==> src/rtl/instr_queue.sv <==
// instr_queue
//   Circular instruction queue with valid/ready handshakes on both sides.
//   The head entry is split into an opcode field (MSBs) and an operand field
//   (LSBs). Both fields read 0 while the queue is empty.
//
// Parameters
//   INST_W  instruction width (>= 2)
//   OPC_W   opcode width, taken from the MSBs (1 <= OPC_W < INST_W)
//   DEPTH   number of entries (power of two, >= 2)
//
// Ports
//   iq_clk        clock, rising edge
//   iq_rst_n      synchronous active-low reset (clears pointers and count)
//   iq_flush      synchronous discard of all entries; overrides push and pop
//   iq_in_valid   producer offers iq_inst
//   iq_in_ready   queue can accept (not full)
//   iq_inst       instruction to enqueue
//   iq_out_valid  head entry valid (not empty)
//   iq_out_ready  consumer takes the head entry
//   iq_opcode     head instruction opcode field
//   iq_operand    head instruction operand field
//   iq_count      occupied entries
//   iq_full       count == DEPTH
//   iq_empty      count == 0
//   iq_err        (only with IQ_ERR_FLAG_EN) sticky flag: push while full or
//                 pop while empty was attempted; cleared by reset or flush
//
// Build option
//   IQ_ERR_FLAG_EN  adds the iq_err output and its sticky error logic.

module instr_queue #(
  parameter int INST_W = 8,
  parameter int OPC_W  = 4,
  parameter int DEPTH  = 4
) (
  input  logic                         iq_clk,
  input  logic                         iq_rst_n,
  input  logic                         iq_flush,
  input  logic                         iq_in_valid,
  output logic                         iq_in_ready,
  input  logic [INST_W-1:0]            iq_inst,
  output logic                         iq_out_valid,
  input  logic                         iq_out_ready,
  output logic [OPC_W-1:0]             iq_opcode,
  output logic [INST_W-OPC_W-1:0]      iq_operand,
  output logic [$clog2(DEPTH+1)-1:0]   iq_count,
  output logic                         iq_full,
`ifdef IQ_ERR_FLAG_EN
  output logic                         iq_empty,
  output logic                         iq_err
`else
  output logic                         iq_empty
`endif
);

  localparam int PTR_W = $clog2(DEPTH);
  localparam int CNT_W = $clog2(DEPTH + 1);

  localparam logic [CNT_W-1:0] CNT_FULL = CNT_W'(DEPTH);
  localparam logic [CNT_W-1:0] CNT_ONE  = CNT_W'(1);
  localparam logic [PTR_W-1:0] PTR_ONE  = PTR_W'(1);

  // Elaboration-time parameter legality checks
  if (INST_W < 2) begin : g_bad_inst_w
    $error("instr_queue: INST_W must be at least 2");
  end
  if (OPC_W < 1 || OPC_W >= INST_W) begin : g_bad_opc_w
    $error("instr_queue: OPC_W must satisfy 1 <= OPC_W < INST_W");
  end
  if (DEPTH < 2 || (DEPTH & (DEPTH - 1)) != 0) begin : g_bad_depth
    $error("instr_queue: DEPTH must be a power of two, at least 2");
  end

  logic [INST_W-1:0] mem [DEPTH];
  logic [PTR_W-1:0]  head_q;
  logic [PTR_W-1:0]  tail_q;
  logic [CNT_W-1:0]  count_q;

  logic              full;
  logic              empty;
  logic              push;
  logic              pop;
  logic [INST_W-1:0] head_inst;

  assign full  = (count_q == CNT_FULL);
  assign empty = (count_q == '0);

  // in_ready depends only on the current count, so a pop in the same cycle
  // never opens the full queue to a push.
  assign push = iq_in_valid && !full;
  assign pop  = iq_out_ready && !empty;

  always_ff @(posedge iq_clk) begin
    if (!iq_rst_n) begin
      head_q  <= '0;
      tail_q  <= '0;
      count_q <= '0;
    end else if (iq_flush) begin
      head_q  <= '0;
      tail_q  <= '0;
      count_q <= '0;
    end else begin
      // DEPTH is a power of two, so the natural pointer overflow is the
      // modulo-DEPTH wrap.
      if (push) tail_q <= tail_q + PTR_ONE;
      if (pop)  head_q <= head_q + PTR_ONE;
      if (push && !pop)
        count_q <= count_q + CNT_ONE;
      else if (pop && !push)
        count_q <= count_q - CNT_ONE;
    end
  end

  // Storage carries no reset; only the pointers decide what is valid.
  always_ff @(posedge iq_clk) begin
    if (iq_rst_n && !iq_flush && push)
      mem[tail_q] <= iq_inst;
  end

  assign head_inst = mem[head_q];

  always_comb begin
    iq_opcode  = '0;
    iq_operand = '0;
    if (!empty) begin
      iq_opcode  = head_inst[INST_W-1 -: OPC_W];
      iq_operand = head_inst[INST_W-OPC_W-1:0];
    end
  end

  assign iq_in_ready  = !full;
  assign iq_out_valid = !empty;
  assign iq_full      = full;
  assign iq_empty     = empty;
  assign iq_count     = count_q;

`ifdef IQ_ERR_FLAG_EN
  logic err_q;

  always_ff @(posedge iq_clk) begin
    if (!iq_rst_n) begin
      err_q <= 1'b0;
    end else if (iq_flush) begin
      err_q <= 1'b0;
    end else if ((iq_in_valid && full) || (iq_out_ready && empty)) begin
      err_q <= 1'b1;
    end
  end

  assign iq_err = err_q;
`endif

endmodule

==> config.mk <==
export PLATFORM = sky130hd
export DESIGN_NAME = instr_queue
export DESIGN_NICKNAME = d
export VERILOG_FILES = /design/src/rtl/instr_queue.sv
export SDC_FILE = /design/constraint.sdc
export NUM_CORES = 1
export LEC_CHECK = 0
export BUFFER_PORTS_ARGS = -buffer_cell sky130_fd_sc_hd__buf_2
export CAP_MARGIN = 20
export CORE_AREA = 8 8 66 68
export CTS_CLUSTER_SIZE = 8
export DETAILED_ROUTE_END_ITERATION = 16
export DIE_AREA = 0 0 74 76
export GPL_ROUTABILITY_DRIVEN = 0
export PLACE_DENSITY = 0.74
export SETUP_SLACK_MARGIN = 0.2
export SLEW_MARGIN = 20
export SYNTH_ARGS = -nofsm -noshare
export SYNTH_HDL_FRONTEND = slang
export SYNTH_SLANG_ARGS = --single-unit
==> constraint.sdc <==
create_clock -name iq_clk -period 2.85 [get_ports iq_clk]
set_clock_uncertainty 0.1 [all_clocks]
set_input_delay 0.1425 -clock iq_clk [delete_from_list [all_inputs] [get_ports iq_clk]]
set_output_delay 0.1425 -clock iq_clk [all_outputs]
set_load 0.01 [all_outputs]
**After elaboration in Yosys (flattened, before gate mapping)**

Memory sizes are Yosys's and may differ from the RTL's. A register that Yosys moved wholly into a read port is not among the register bits.
Index checks and enable logic that the tools add are counted.

- Add/sub/neg operators: 4
- Reduce and logical (&&, ||, !) cells: 14
- Equal/unequal tests: 1
- Bitwise operators: 1
- Multiplexer cells: 8

Operators by type and width:

| kind | number |
|---|---|
| 4-bit 2-to-1 mux | 2 |
| 1-bit logical AND | 6 |
| 3-bit 2-to-1 mux | 2 |
| 1-bit zero test | 5 |
| 2-bit by 1-bit adder with 2-bit output, second input constant | 2 |
| 2-bit 2-to-1 mux | 2 |
| 3-bit by 1-bit adder with 3-bit output, second input constant | 1 |
| 3-bit == test, second input constant | 1 |
| 3-bit zero test | 1 |
| 3-bit by 1-bit subtractor with 3-bit output, second input constant | 1 |
| 1-bit 2-to-1 mux | 2 |
| 2-bit nonzero test | 1 |
| 2-bit OR reduction | 1 |
| 1-bit inverter | 1 |

- RAM bits: 32
- Bits of input ports: 13
- Bits in registers: 7
- Memories: 1

Memories:

| name | depth | width | rd ports | clocked after memory_dff | wr ports | RTL line | text |
|---|---|---|---|---|---|---|---|
| mem | 4 | 8 | 1 | 1 | 1 | 74 | `logic [INST_W-1:0] mem [DEPTH];` |

**Logic depth before layout (Yosys ltp)**

- Depth in word-level cells: 7
- Gate-level depth with buffers: 9
- Mapped depth without buffers: 9

**Least setup slack after synthesis**

Ideal clock, no wire load.

- Path type: reg-to-reg
- Start point: register count_q[0] (netlist: iq_count[0])
- End point: register count_q[2] (netlist: iq_count[2])
- Cell stages (with the launch flop): 10
- Buffers on the path: 0
- Arrival: 2162 ps
- Library setup time: 70 ps
- Data required time: 2680 ps
- Path slack: 518 ps
- Path through: dfxtp_1 -> or3b_4 -> clkinv_4 -> nor2_4 -> ha_1 -> inv_1 -> fa_1 -> xor2_1 -> or3_2 -> a21oi_1

- Longest elaborated chain between the ends: 6
- Elaborated cells between the ends (all ways): 15
- Classes of those cells: add/sub (2); eq/ne (1); mux (2); reduce/logical (10)

Ends and longest elaborated chain:

| element | RTL line | text |
|---|---|---|
| start, declared | 77 | `logic [CNT_W-1:0] count_q;` |
| start signal, assigned | 108 | `count_q <= count_q + CNT_ONE;` |
| start signal, assigned | 110 | `count_q <= count_q - CNT_ONE;` |
| 3-bit == test * | 85 | `assign full = (count_q == CNT_FULL);` |
| 1-bit zero test * | n/a |  |
| net iq_in_ready | 40 | `output logic iq_in_ready,` |
| 1-bit logical AND * | 90 | `assign push = iq_in_valid && !full;` |
| net push | 81 | `logic push;` |
| 1-bit zero test | 109 | `else if (pop && !push)` |
| 1-bit logical AND | 109 |  |
| 2-bit nonzero test (no line) | n/a |  |

The timed path passes the listed nets; every way through them passes the cells marked *. The select of a mux whose other input is x is not followed.
A chain may end at the register's enable or synchronous reset.

**Worst setup path in the final report**

- Start point: register count_q[0] (netlist: iq_count[0])
- End point: register count_q[2] (netlist: iq_count[2])

- Longest elaborated chain between the ends: 6
- Elaborated cells between the ends (all ways): 15
- Classes of those cells: add/sub (2); eq/ne (1); mux (2); reduce/logical (10)

Ends and longest elaborated chain:

| element | RTL line |
|---|---|
| 3-bit == test * | 85 |
| 1-bit zero test * | 90 |
| 1-bit logical AND * | 90 |
| net push | 81 |
| 1-bit zero test | 109 |
| 1-bit logical AND | 109 |
| 2-bit nonzero test (no line) | n/a |

Marks and branches as above.

==> results.py <==
metrics = {
    "floorplanning": {
        "die-area_um2": 5620,
        "num_io_pins": 28,
        "core_um2": 3440,
        "fp.dieW_um": 74,
        "start_util": 0.493,
        "die_h_um": 76,
        "std_cell_rows": 22,
    },
    "timing": {
        "max_clock_freq_ghz": 0.413,
        "worst_pin_slew_ns": 0.560,
        "min_period_ns": 2.42,
        "relSlewSlack": 0.626,
        "drv_slew": 0,
        "finalHoldViolations": 0,
        "timing.hold.ws_ns": 0.0906,
        "fin_crit_sh": 0.849,
        "rsz0062_at_grt": "false",
        "finalSetupViolCount": 0,
        "setup_slack_ns": 0.429,
        "setup-tns-final_ns": 0,
    },
    "routing": {
        "first_iter_violations": 59,
        "wire_per_inst_um": 15.1,
        "vias_per_cell": 4.92,
        "num_vias": 944,
        "drcViolationCount": 0,
        "ant_nets": 0,
        "drt_first_pass_iters": 4,
        "wl_mm": 2.90,
    },
    "final_layout": {
        "fillCellCount": 269,
        "utilization": 0.596,
        "layout_commonest_cell": "edfxtp_1",
        "multiInputGateArea_um2": 513,
        "antenna_cells": 0,
        "drive_gt1_frac": 0.354,
        "finalNetCount": 162,
        "instances_no_fill": 192,
        "mostFrequentLayoutCells": "32 x edfxtp_1, 27 x buf_2, 9 x nor2b_1, 9 x dfxtp_1, 9 x dlygate4sd3_1",
        "area_delta_synth_final_pct": 20.7,
        "register_area_um2": 1140,
    },
    "clock_tree": {
        "numCtsBuffers": 5,
        "htree_levels": 2,
        "cts_buffer_depth": 2,
        "cts_setup_buffers": 0,
        "clk_latency_ns": 0.33,
        "cts_num_sinks": 41,
        "clk_pin_slew_worst_paths_ns": 0.10,
        "cts_tree": "done",
        "clockRootBuffer": "clkbuf_4",
    },
    "critical_path": {
        "max_stage_delay_ns": 0.47,
        "crit_family": "simple AND/OR/NAND/NOR gates",
        "crit_arrival_ns": 2.59,
        "cp.required_ns": 3.02,
        "critPathCaptureType": "flip-flop",
        "path_class": "reg2reg",
        "slowest_stage": "dfxtp_1",
        "crit_chain": "or3b_4 -> clkinv_4 -> nor2_4 -> ha_1 -> inv_1 -> fa_1 -> xor2_1 -> or3_2 -> a21oi_1",
        "cp_max_fo": 6,
        "start_kind": "flip-flop",
        "cp.buffers_inverters": 2,
    },
    "placement": {
        "dp_hpwl_mm": 2.12,
        "port_buffers": 27,
        "place_ws_ns": 0.440,
        "dp.cells": 175,
    },
    "logic_synthesis": {
        "avgSynthCellArea_um2": 16.5,
        "syn_nets": 122,
        "netlist_area_um2": 1700,
        "ys_seq_elements": 41,
        "synthCells": 103,
        "seq_area_frac_synth": 0.672,
        "synth_cell_type_count": 27,
        "synth.yosys.warnings": 0,
    },
    "global_routing": {
        "overflow": 0,
        "antenna_found_initial": 0,
        "track_usage": 0.113,
        "grt_max_degree": 13,
        "grt_pass1_wl_mm": 4.73,
        "grt_pass1_vias": 979,
    },
    "status": {
        "status": "finished, final reports clean",
    },
    "pwr": {
        "vdd_drop_max_mv": 0.303,
        "p_per_area_nw_per_um2": 583,
        "p_leak_nw": 0.773,
    },
    "min_path": {
        "hold_class": "in2reg",
    },
    "run": {
        "cap_viol_max_count": 0,
    },
}
## logic make-up after synthesis
family / Yosys count / synth area share
xor+xnor: 3 / 0.0155
compound gates: 8 / 0.0295
buf+inv: 10 / 0.0258
flops: 41 / 0.672
simple gates: 26 / 0.0965
mux: 9 / 0.112
fa+ha+maj: 6 / 0.0486
## cells in the mapped netlist
library cell / count / area share
o31ai_1: 1 / 0.0044
inv_1: 5 / 0.011
nor2b_1: 9 / 0.033
nor3_1: 1 / 0.0029
mux2i_1: 1 / 0.0059
edfxtp_1: 32 / 0.57
nand3_1: 1 / 0.0029
clkinv_4: 1 / 0.0052
o21ai_0: 3 / 0.0088
clkbuf_1: 3 / 0.0066
nand2b_1: 1 / 0.0037
fa_1: 1 / 0.012
buf_2: 1 / 0.0029
or3_1: 1 / 0.0037
and3_2: 4 / 0.018
a21oi_1: 3 / 0.0088
nand4_1: 1 / 0.0037
nand2_1: 1 / 0.0022
o31ai_2: 1 / 0.0074
or3_2: 1 / 0.0044
or3b_4: 1 / 0.0066
dfxtp_1: 9 / 0.11
nor2_1: 4 / 0.0088
ha_1: 5 / 0.037
nor2_4: 1 / 0.0066
mux4_2: 8 / 0.11
xor2_1: 3 / 0.015
## state kept, by name, indices dropped and copies added (netlist names), named ones only
signal,cells
iq_count,3
tail_q,2
head_q,2
mem,32
## worst paths after layout
kind	startpoint	end	slack, ns	cells after the start
setup reg to reg	iq_count[0]	iq_count[2]	0.43	9
setup / recovery	iq_count[0]	iq_count[2]	0.43	9
hold reg to reg	head_q[1]	flip-flop	0.39	2
hold / removal	iq_flush	tail_q[1]	0.09	4
## where the power goes
part           leakage, nW  internal [mW]  switching, mW
logic                0.371         0.0829         0.0913
registers            0.362          0.656         0.0145
clock network       0.0399          0.183          0.167
## per-layer routing
layer	track usage	vias to the layer above	share of wire
met5	0	-	0
met4	0.0420	0	0.016
met3	0.0421	6	0.069
met2	0.187	27	0.49
met1	0.127	447	0.42
li1	-	464	-
## worst register-to-register path: stages (launching register included)
cell and delay (ns):
dfxtp_1 0.47, or3b_4 0.22, clkinv_4 0.06, nor2_4 0.13
ha_1 0.21, inv_1 0.06, fa_1 0.38, xor2_1 0.16
or3_2 0.42, a21oi_1 0.15
## stage by stage
stage	power, mW	cell area (um^2)
after floorplan	0.783	1700
after global placement	0.845	1880
after global routing	1.25	2050
final	1.19	2050
after detailed placement	0.853	1880
after CTS	1.21	2050
## layout make-up
type / instances / area share
Sequential cell: 41 / 0.557
Inverter: 6 / 0.0134
Clock buffer: 6 / 0.0201
Multi-Input combinational cell: 52 / 0.250
Timing Repair Buffer: 37 / 0.114
Clock inverter: 2 / 0.0165
Tap cell: 48 / 0.0293
## repair_timing
action	in CTS	in global routing
hold buffers	9	0
endpoints found under the hold margin	33	0
resized for setup	0	0
Power figures use the tool's default switching activity.
